==> src/rtl/wb_regfile_pkg.sv <==
// Shared widths for the write-back / register-file slice.
package wb_regfile_pkg;

  localparam int DSIZE_DEF = 16;
  localparam int ASIZE_DEF = 4;
  localparam int REG_COUNT = 1 << ASIZE_DEF;

  function automatic int reg_count(input int asize);
    return 1 << asize;
  endfunction

endpackage

==> src/rtl/wb_regfile_if.sv <==
// MEM/WB-to-register-file bus: write-back inputs, decode read ports, forwarding export.
interface wb_regfile_if
  import wb_regfile_pkg::*;
#(
  parameter int DSIZE = DSIZE_DEF,
  parameter int ASIZE = ASIZE_DEF
) ();

  logic             WriteEn;
  logic             memToReg;
  logic [ASIZE-1:0] waddr;
  logic [DSIZE-1:0] alu_result;
  logic [DSIZE-1:0] mem_rdata;
  logic [ASIZE-1:0] raddrA;
  logic [ASIZE-1:0] raddrB;
  logic [DSIZE-1:0] rdataA;
  logic [DSIZE-1:0] rdataB;
  logic [DSIZE-1:0] wb_data;
  logic             wb_valid;

  modport master (
    output WriteEn, memToReg, waddr, alu_result, mem_rdata, raddrA, raddrB,
    input  rdataA, rdataB, wb_data, wb_valid
  );

  modport slave (
    input  WriteEn, memToReg, waddr, alu_result, mem_rdata, raddrA, raddrB,
    output rdataA, rdataB, wb_data, wb_valid
  );

endinterface

==> src/rtl/regfile_core.sv <==
// Register storage with synchronous write/clear and two raw asynchronous read ports.
module regfile_core
  import wb_regfile_pkg::*;
#(
  parameter int DSIZE = DSIZE_DEF,
  parameter int ASIZE = ASIZE_DEF
) (
  input  logic             clk,
  input  logic             rst,
  input  logic             we,
  input  logic [ASIZE-1:0] waddr,
  input  logic [DSIZE-1:0] wdata,
  input  logic [ASIZE-1:0] raddr_a,
  input  logic [ASIZE-1:0] raddr_b,
  output logic [DSIZE-1:0] rdata_a,
  output logic [DSIZE-1:0] rdata_b
);

  localparam int NREGS = reg_count(ASIZE);

  logic [DSIZE-1:0] regs [NREGS];

  // Clear has priority, so a write landing on a reset edge is lost.
  always_ff @(posedge clk) begin
    if (rst) begin
      for (int i = 0; i < NREGS; i++) begin
        regs[i] <= '0;
      end
    end else if (we) begin
      regs[waddr] <= wdata;
    end
  end

  assign rdata_a = regs[raddr_a];
  assign rdata_b = regs[raddr_b];

endmodule

==> src/rtl/wb_regfile.sv <==
// Write-back stage: source mux, zero-register masking and write-through bypass around regfile_core.
module wb_regfile
  import wb_regfile_pkg::*;
#(
  parameter int DSIZE = DSIZE_DEF,
  parameter int ASIZE = ASIZE_DEF
) (
  input  logic         clk,
  input  logic         rst,
  wb_regfile_if.slave  bus
);

  logic [DSIZE-1:0] wb_data;
  logic             wb_valid;
  logic [ASIZE-1:0] raddr [2];
  logic [DSIZE-1:0] raw   [2];
  logic [DSIZE-1:0] rdata [2];

  // Ternary on a known select keeps an X on mem_rdata away from the ALU path.
  assign wb_data  = bus.memToReg ? bus.mem_rdata : bus.alu_result;
  assign wb_valid = bus.WriteEn && (bus.waddr != '0) && !rst;

  assign raddr[0] = bus.raddrA;
  assign raddr[1] = bus.raddrB;

  regfile_core #(
    .DSIZE (DSIZE),
    .ASIZE (ASIZE)
  ) u_core (
    .clk     (clk),
    .rst     (rst),
    .we      (wb_valid),
    .waddr   (bus.waddr),
    .wdata   (wb_data),
    .raddr_a (raddr[0]),
    .raddr_b (raddr[1]),
    .rdata_a (raw[0]),
    .rdata_b (raw[1])
  );

  genvar gi;
  generate
    for (gi = 0; gi < 2; gi++) begin : g_port
      assign rdata[gi] = (rst || (raddr[gi] == '0))                ? '0      :
                         (wb_valid && (raddr[gi] == bus.waddr))    ? wb_data :
                                                                     raw[gi];
    end
  endgenerate

  assign bus.rdataA   = rdata[0];
  assign bus.rdataB   = rdata[1];
  assign bus.wb_data  = wb_data;
  assign bus.wb_valid = wb_valid;

endmodule

==> src/flat_wrapper.sv <==
// flat-port wrapper written by rule: the top's interface ports become plain ports
module wb_regfile_flat import wb_regfile_pkg::*;
#(
  parameter int DSIZE = DSIZE_DEF,
  parameter int ASIZE = ASIZE_DEF
)
  (clk, rst, bus_WriteEn, bus_memToReg, bus_waddr, bus_alu_result, bus_mem_rdata, bus_raddrA, bus_raddrB, bus_rdataA, bus_rdataB, bus_wb_data, bus_wb_valid);
  wb_regfile_if #(.DSIZE(DSIZE), .ASIZE(ASIZE)) bus_i ();
  input  logic clk;
  input  logic rst;
  input wire logic [$bits(bus_i.WriteEn)-1:0] bus_WriteEn;
  input wire logic [$bits(bus_i.memToReg)-1:0] bus_memToReg;
  input wire logic [$bits(bus_i.waddr)-1:0] bus_waddr;
  input wire logic [$bits(bus_i.alu_result)-1:0] bus_alu_result;
  input wire logic [$bits(bus_i.mem_rdata)-1:0] bus_mem_rdata;
  input wire logic [$bits(bus_i.raddrA)-1:0] bus_raddrA;
  input wire logic [$bits(bus_i.raddrB)-1:0] bus_raddrB;
  output wire logic [$bits(bus_i.rdataA)-1:0] bus_rdataA;
  output wire logic [$bits(bus_i.rdataB)-1:0] bus_rdataB;
  output wire logic [$bits(bus_i.wb_data)-1:0] bus_wb_data;
  output wire logic [$bits(bus_i.wb_valid)-1:0] bus_wb_valid;
  assign bus_i.WriteEn = bus_WriteEn;
  assign bus_i.memToReg = bus_memToReg;
  assign bus_i.waddr = bus_waddr;
  assign bus_i.alu_result = bus_alu_result;
  assign bus_i.mem_rdata = bus_mem_rdata;
  assign bus_i.raddrA = bus_raddrA;
  assign bus_i.raddrB = bus_raddrB;
  assign bus_rdataA = bus_i.rdataA;
  assign bus_rdataB = bus_i.rdataB;
  assign bus_wb_data = bus_i.wb_data;
  assign bus_wb_valid = bus_i.wb_valid;
  wb_regfile #(.DSIZE(DSIZE), .ASIZE(ASIZE)) u_core (.clk(clk), .rst(rst), .bus(bus_i));
endmodule
==> config.mk <==
export PLATFORM = sky130hd
export DESIGN_NAME = wb_regfile_flat
export DESIGN_NICKNAME = d
export VERILOG_FILES = /design/src/rtl/wb_regfile_pkg.sv /design/src/rtl/wb_regfile_if.sv /design/src/rtl/regfile_core.sv /design/src/rtl/wb_regfile.sv /design/src/flat_wrapper.sv
export SDC_FILE = /design/constraint.sdc
export NUM_CORES = 1
export LEC_CHECK = 0
export ABC_CLOCK_PERIOD_IN_PS = 4900
export BUFFER_PORTS_ARGS = -buffer_cell sky130_fd_sc_hd__buf_4
export CORE_ASPECT_RATIO = 1.5
export CORE_MARGIN = 10
export CORE_UTILIZATION = 54
export DETAILED_ROUTE_END_ITERATION = 8
export GPL_TIMING_DRIVEN = 0
export PLACE_DENSITY_LB_ADDON = 0.05
export SLEW_MARGIN = 30
export SYNTH_ARGS = -nofsm -noshare
export SYNTH_HDL_FRONTEND = slang
export SYNTH_SLANG_ARGS = --single-unit
==> constraint.sdc <==
create_clock -name clk -period 4.9 [get_ports clk]
set_input_delay 0.245 -clock clk [delete_from_list [all_inputs] [get_ports clk]]
set_output_delay 0.245 -clock clk [all_outputs]
set_load 0.01 [all_outputs]
* After elaboration in Yosys (flattened, before gate mapping)
Memory sizes are Yosys's and may differ from the RTL's. Index checks and enable logic that the tools add are counted.
Storage, ports and cells: register bits after elaboration 0, memory bits (writable) 256, output and inout port bits 49, word-level logic and storage cells 27, memories 1
Cells by class: equality and inequality tests 2, muxes and demuxes 13, reduce and logical (&&, ||, !) cells 11
Memories:
- u_core.u_core.regs | depth 16, bits a word 16, read ports 2, clocked after Yosys merged registers in 0, write ports 16, line regfile_core.sv:21 | logic [DSIZE-1:0] regs [NREGS];
Operator list (count):
- $mux W16 | 6
- $reduce_or A16 Y1 | 1
- $eq A4 B4 Y1 | 2
- $logic_not A4 Y1 | 2
- $mux W1 | 6
- $logic_and A1 B1 Y1 | 4
- $mux W4 | 1
- $reduce_bool A4 Y1 | 1
- $logic_or A1 B1 Y1 | 2
- $logic_not A1 Y1 | 1

* Longest topological paths before layout
depth after elaboration 8, mapped depth 7, gate-level depth less buffers 4

* Modules after synthesis
A second synthesis with hierarchy kept.
Unflattened totals: cell total of the unflattened synthesis 983, area total of the unflattened synthesis 14348.8 um2
By module, submodules not included:
- regfile_core | times used 1, cells an instance 859, area an instance 13414.1 um2
- wb_regfile | times used 1, cells an instance 124, area an instance 934.6 um2

* Worst setup path before layout
Ideal clock, no wire load.
kind input port to flip-flop, start point in rst, end point mem u_core.u_core.regs[2][0] in the netlist's numbering (enable), setup time 0.375 ns, data arrival time 1.531 ns, data required time 4.525 ns, setup slack 2.994 ns, stages on the path 5, buffers on the path 1, cells stage by stage buf_4 -> nor2b_4 -> a21boi_2 -> nand3_1 -> nand2b_1
RTL lines:
- start: declaration | line flat_wrapper.sv:10 | input logic rst;
- end: declaration | line regfile_core.sv:21

==> metrics <==
Worst Path Max Fanout=2; Tot Pwr=roughly 5.4 mW; first-pass GRT wire length=56100 um; Avg Cell Area, Syn=between 15 and 20 um2; WL/cell=~26 um; max-cap viol count=0; I/O Buffers=84; placed standard-cell area=~15000 um2; Post-Place Cells=around 1400; period utilization=0.512; Iter 0 DRT Violations=683; fin cells=between 1000 and 1500; CORE AREA=between 20000 and 30000 um2; unrepaired setup endpoints after global routing=false; Netlist cell types=35; Final Slew Violations=0; Largest register FFs=roughly 260; CTS Sinks=between 200 and 300; critical path class=register to output port; Initial Utilization=0.550; Root Driver=clkbuf_16; final hold violations=0; commonest non-fill, non-tap cell in the layout=edfxtp_1; layout cells sized above 1=0.279; mapped cell area=14200 um2; post-CTS setup buffers=0; Setup violations, final=0; Die Ht=around 220 um; total wire length=37000 um; Syn Inst Count=929; Post-synth top flop=edfxtp_1; Layout Nets=~1100; ys async rst share=0; synthesized flop and latch total=approximately 260; Pre-antenna DRT Iters=5; # rows=a little over 70; DRC viols=0; vias in the first global route=9151; Leakage=6.20 nW; CTS Hold Bufs=0; worst-margin pin slew=a little over 1 ns; CP Capture Type=output port; hold_ws=roughly 0.18 ns; Antenna diodes=0; Peak Freq=399 MHz; Worst Slack Setup Final=~2.4 ns; critical path startpoint category=register; highest-count cells in the layout ignoring fill and taps=256 x edfxtp_1, 242 x nor2_1, 99 x buf_4, 79 x mux2i_1, 73 x mux4_2; dpl ws=roughly 2.4 ns; EDFF count, synth=~260; GPL Wtd Cong=between 0.9 and 1; CTS buffer count=26; total grt overflow=0; synthesis warning total=0; Top reg by flops=u_core.u_core.regs; largest registers=u_core.u_core.regs x256; die area=between 30000 and 40000 um2; Clock Pin Slew Worst Setup and Hold Paths=around 0.060 ns; Final HPWL DP=28900 um; CP arrival=about 2.3 ns; minimum clock period=around 2.5 ns; io pins=97; Via Count=8583; All-Layer GR Usage=0.219; maximum vdd drop=~0.00029 V; CTS tree=built; status=complete, no violations; fin util=0.625; Worst Path Required=between 4 and 5 ns; worst hold path type=primary input to register; synthesis-to-finish area growth=13.7%; Max-slew headroom=0.307; post-route design area=about 16000 um2; mean number of vias per cell=between 6 and 7; pin count of the biggest net entering global routing=17; post-synthesis sequential area ratio=0.541; PostCTS Resize Cnt=0; ratio of total power to cell area=around 330 nW/um2; Die W=152 um; Setup TNS=0 ns; number of routed nets with antenna violations=0; initial antenna violation count=0; H-tree depth=1; Max clock buf depth=3
==> logic make-up after synthesis <==
kind of cell,share of synthesized area
other cells,0.000264
flops,0.541
mux,0.299
simple gates,0.0833
xor+xnor,0.00493
compound gates,0.0166
buf+inv,0.0548
==> cell type report <==
type / count / area, um2
Tap cell: 333 / 417
Buffer: 88 / 719
Multi-Input combinational cell: 584 / 5810
Inverter: 16 / 60.1
Clock buffer: 31 / 691
Timing Repair Buffer: 84 / 631
Fill cell: 2003 / 9690
Clock inverter: 15 / 153
Sequential cell: 256 / 7690
==> final timing paths <==
path	to	slack, ns	start	depth (start not counted)
worst max-delay path	bus_rdataB[4]	2.39	u_core.u_core.regs[0][4]	5
worst min-delay path	u_core.u_core.regs[1][8]	0.18	bus_mem_rdata[8]	3
==> synthesized netlist by cell type, drive strengths merged (5+ instances only) <==
cell type / number / area share
edfxtp: 256 / 0.54
nor2: 243 / 0.064
mux4: 128 / 0.22
mux2i: 80 / 0.057
buf: 78 / 0.047
mux2: 32 / 0.025
o22ai: 32 / 0.015
inv: 16 / 0.0042
nand2b: 15 / 0.0066
nand2: 11 / 0.0029
clkbuf: 10 / 0.0032
xor2: 8 / 0.0049
nand3: 5 / 0.0028
==> routing by layer <==
layer,up-vias,global-route usage,share of wire
li1,3858,-,-
met1,4406,0.263,0.38
met2,263,0.402,0.54
met3,56,0.0313,0.051
met4,0,0.0602,0.025
met5,-,0,0
==> critical path, stage by stage (launching register included) <==
cell and delay, ns:
edfxtp_1 0.40, mux4_1 0.54, mux2i_1 0.22, mux2_2 0.19, o22ai_1 0.15, buf_4 0.23
==> report_power, final <==
| part | leakage, nW | switching, mW | total, mW | internal (mW) |
|---|---|---|---|---|
| Clock | 0.418 | 0.826 | 1.99 | 1.16 |
| Sequential | 2.45 | 0.0597 | 2.60 | 2.54 |
| Combinational | 3.33 | 0.420 | 0.803 | 0.383 |
| Total | 6.20 | 1.31 | 5.39 | 4.09 |
No activity file was read; power rests on OpenSTA's default activity.
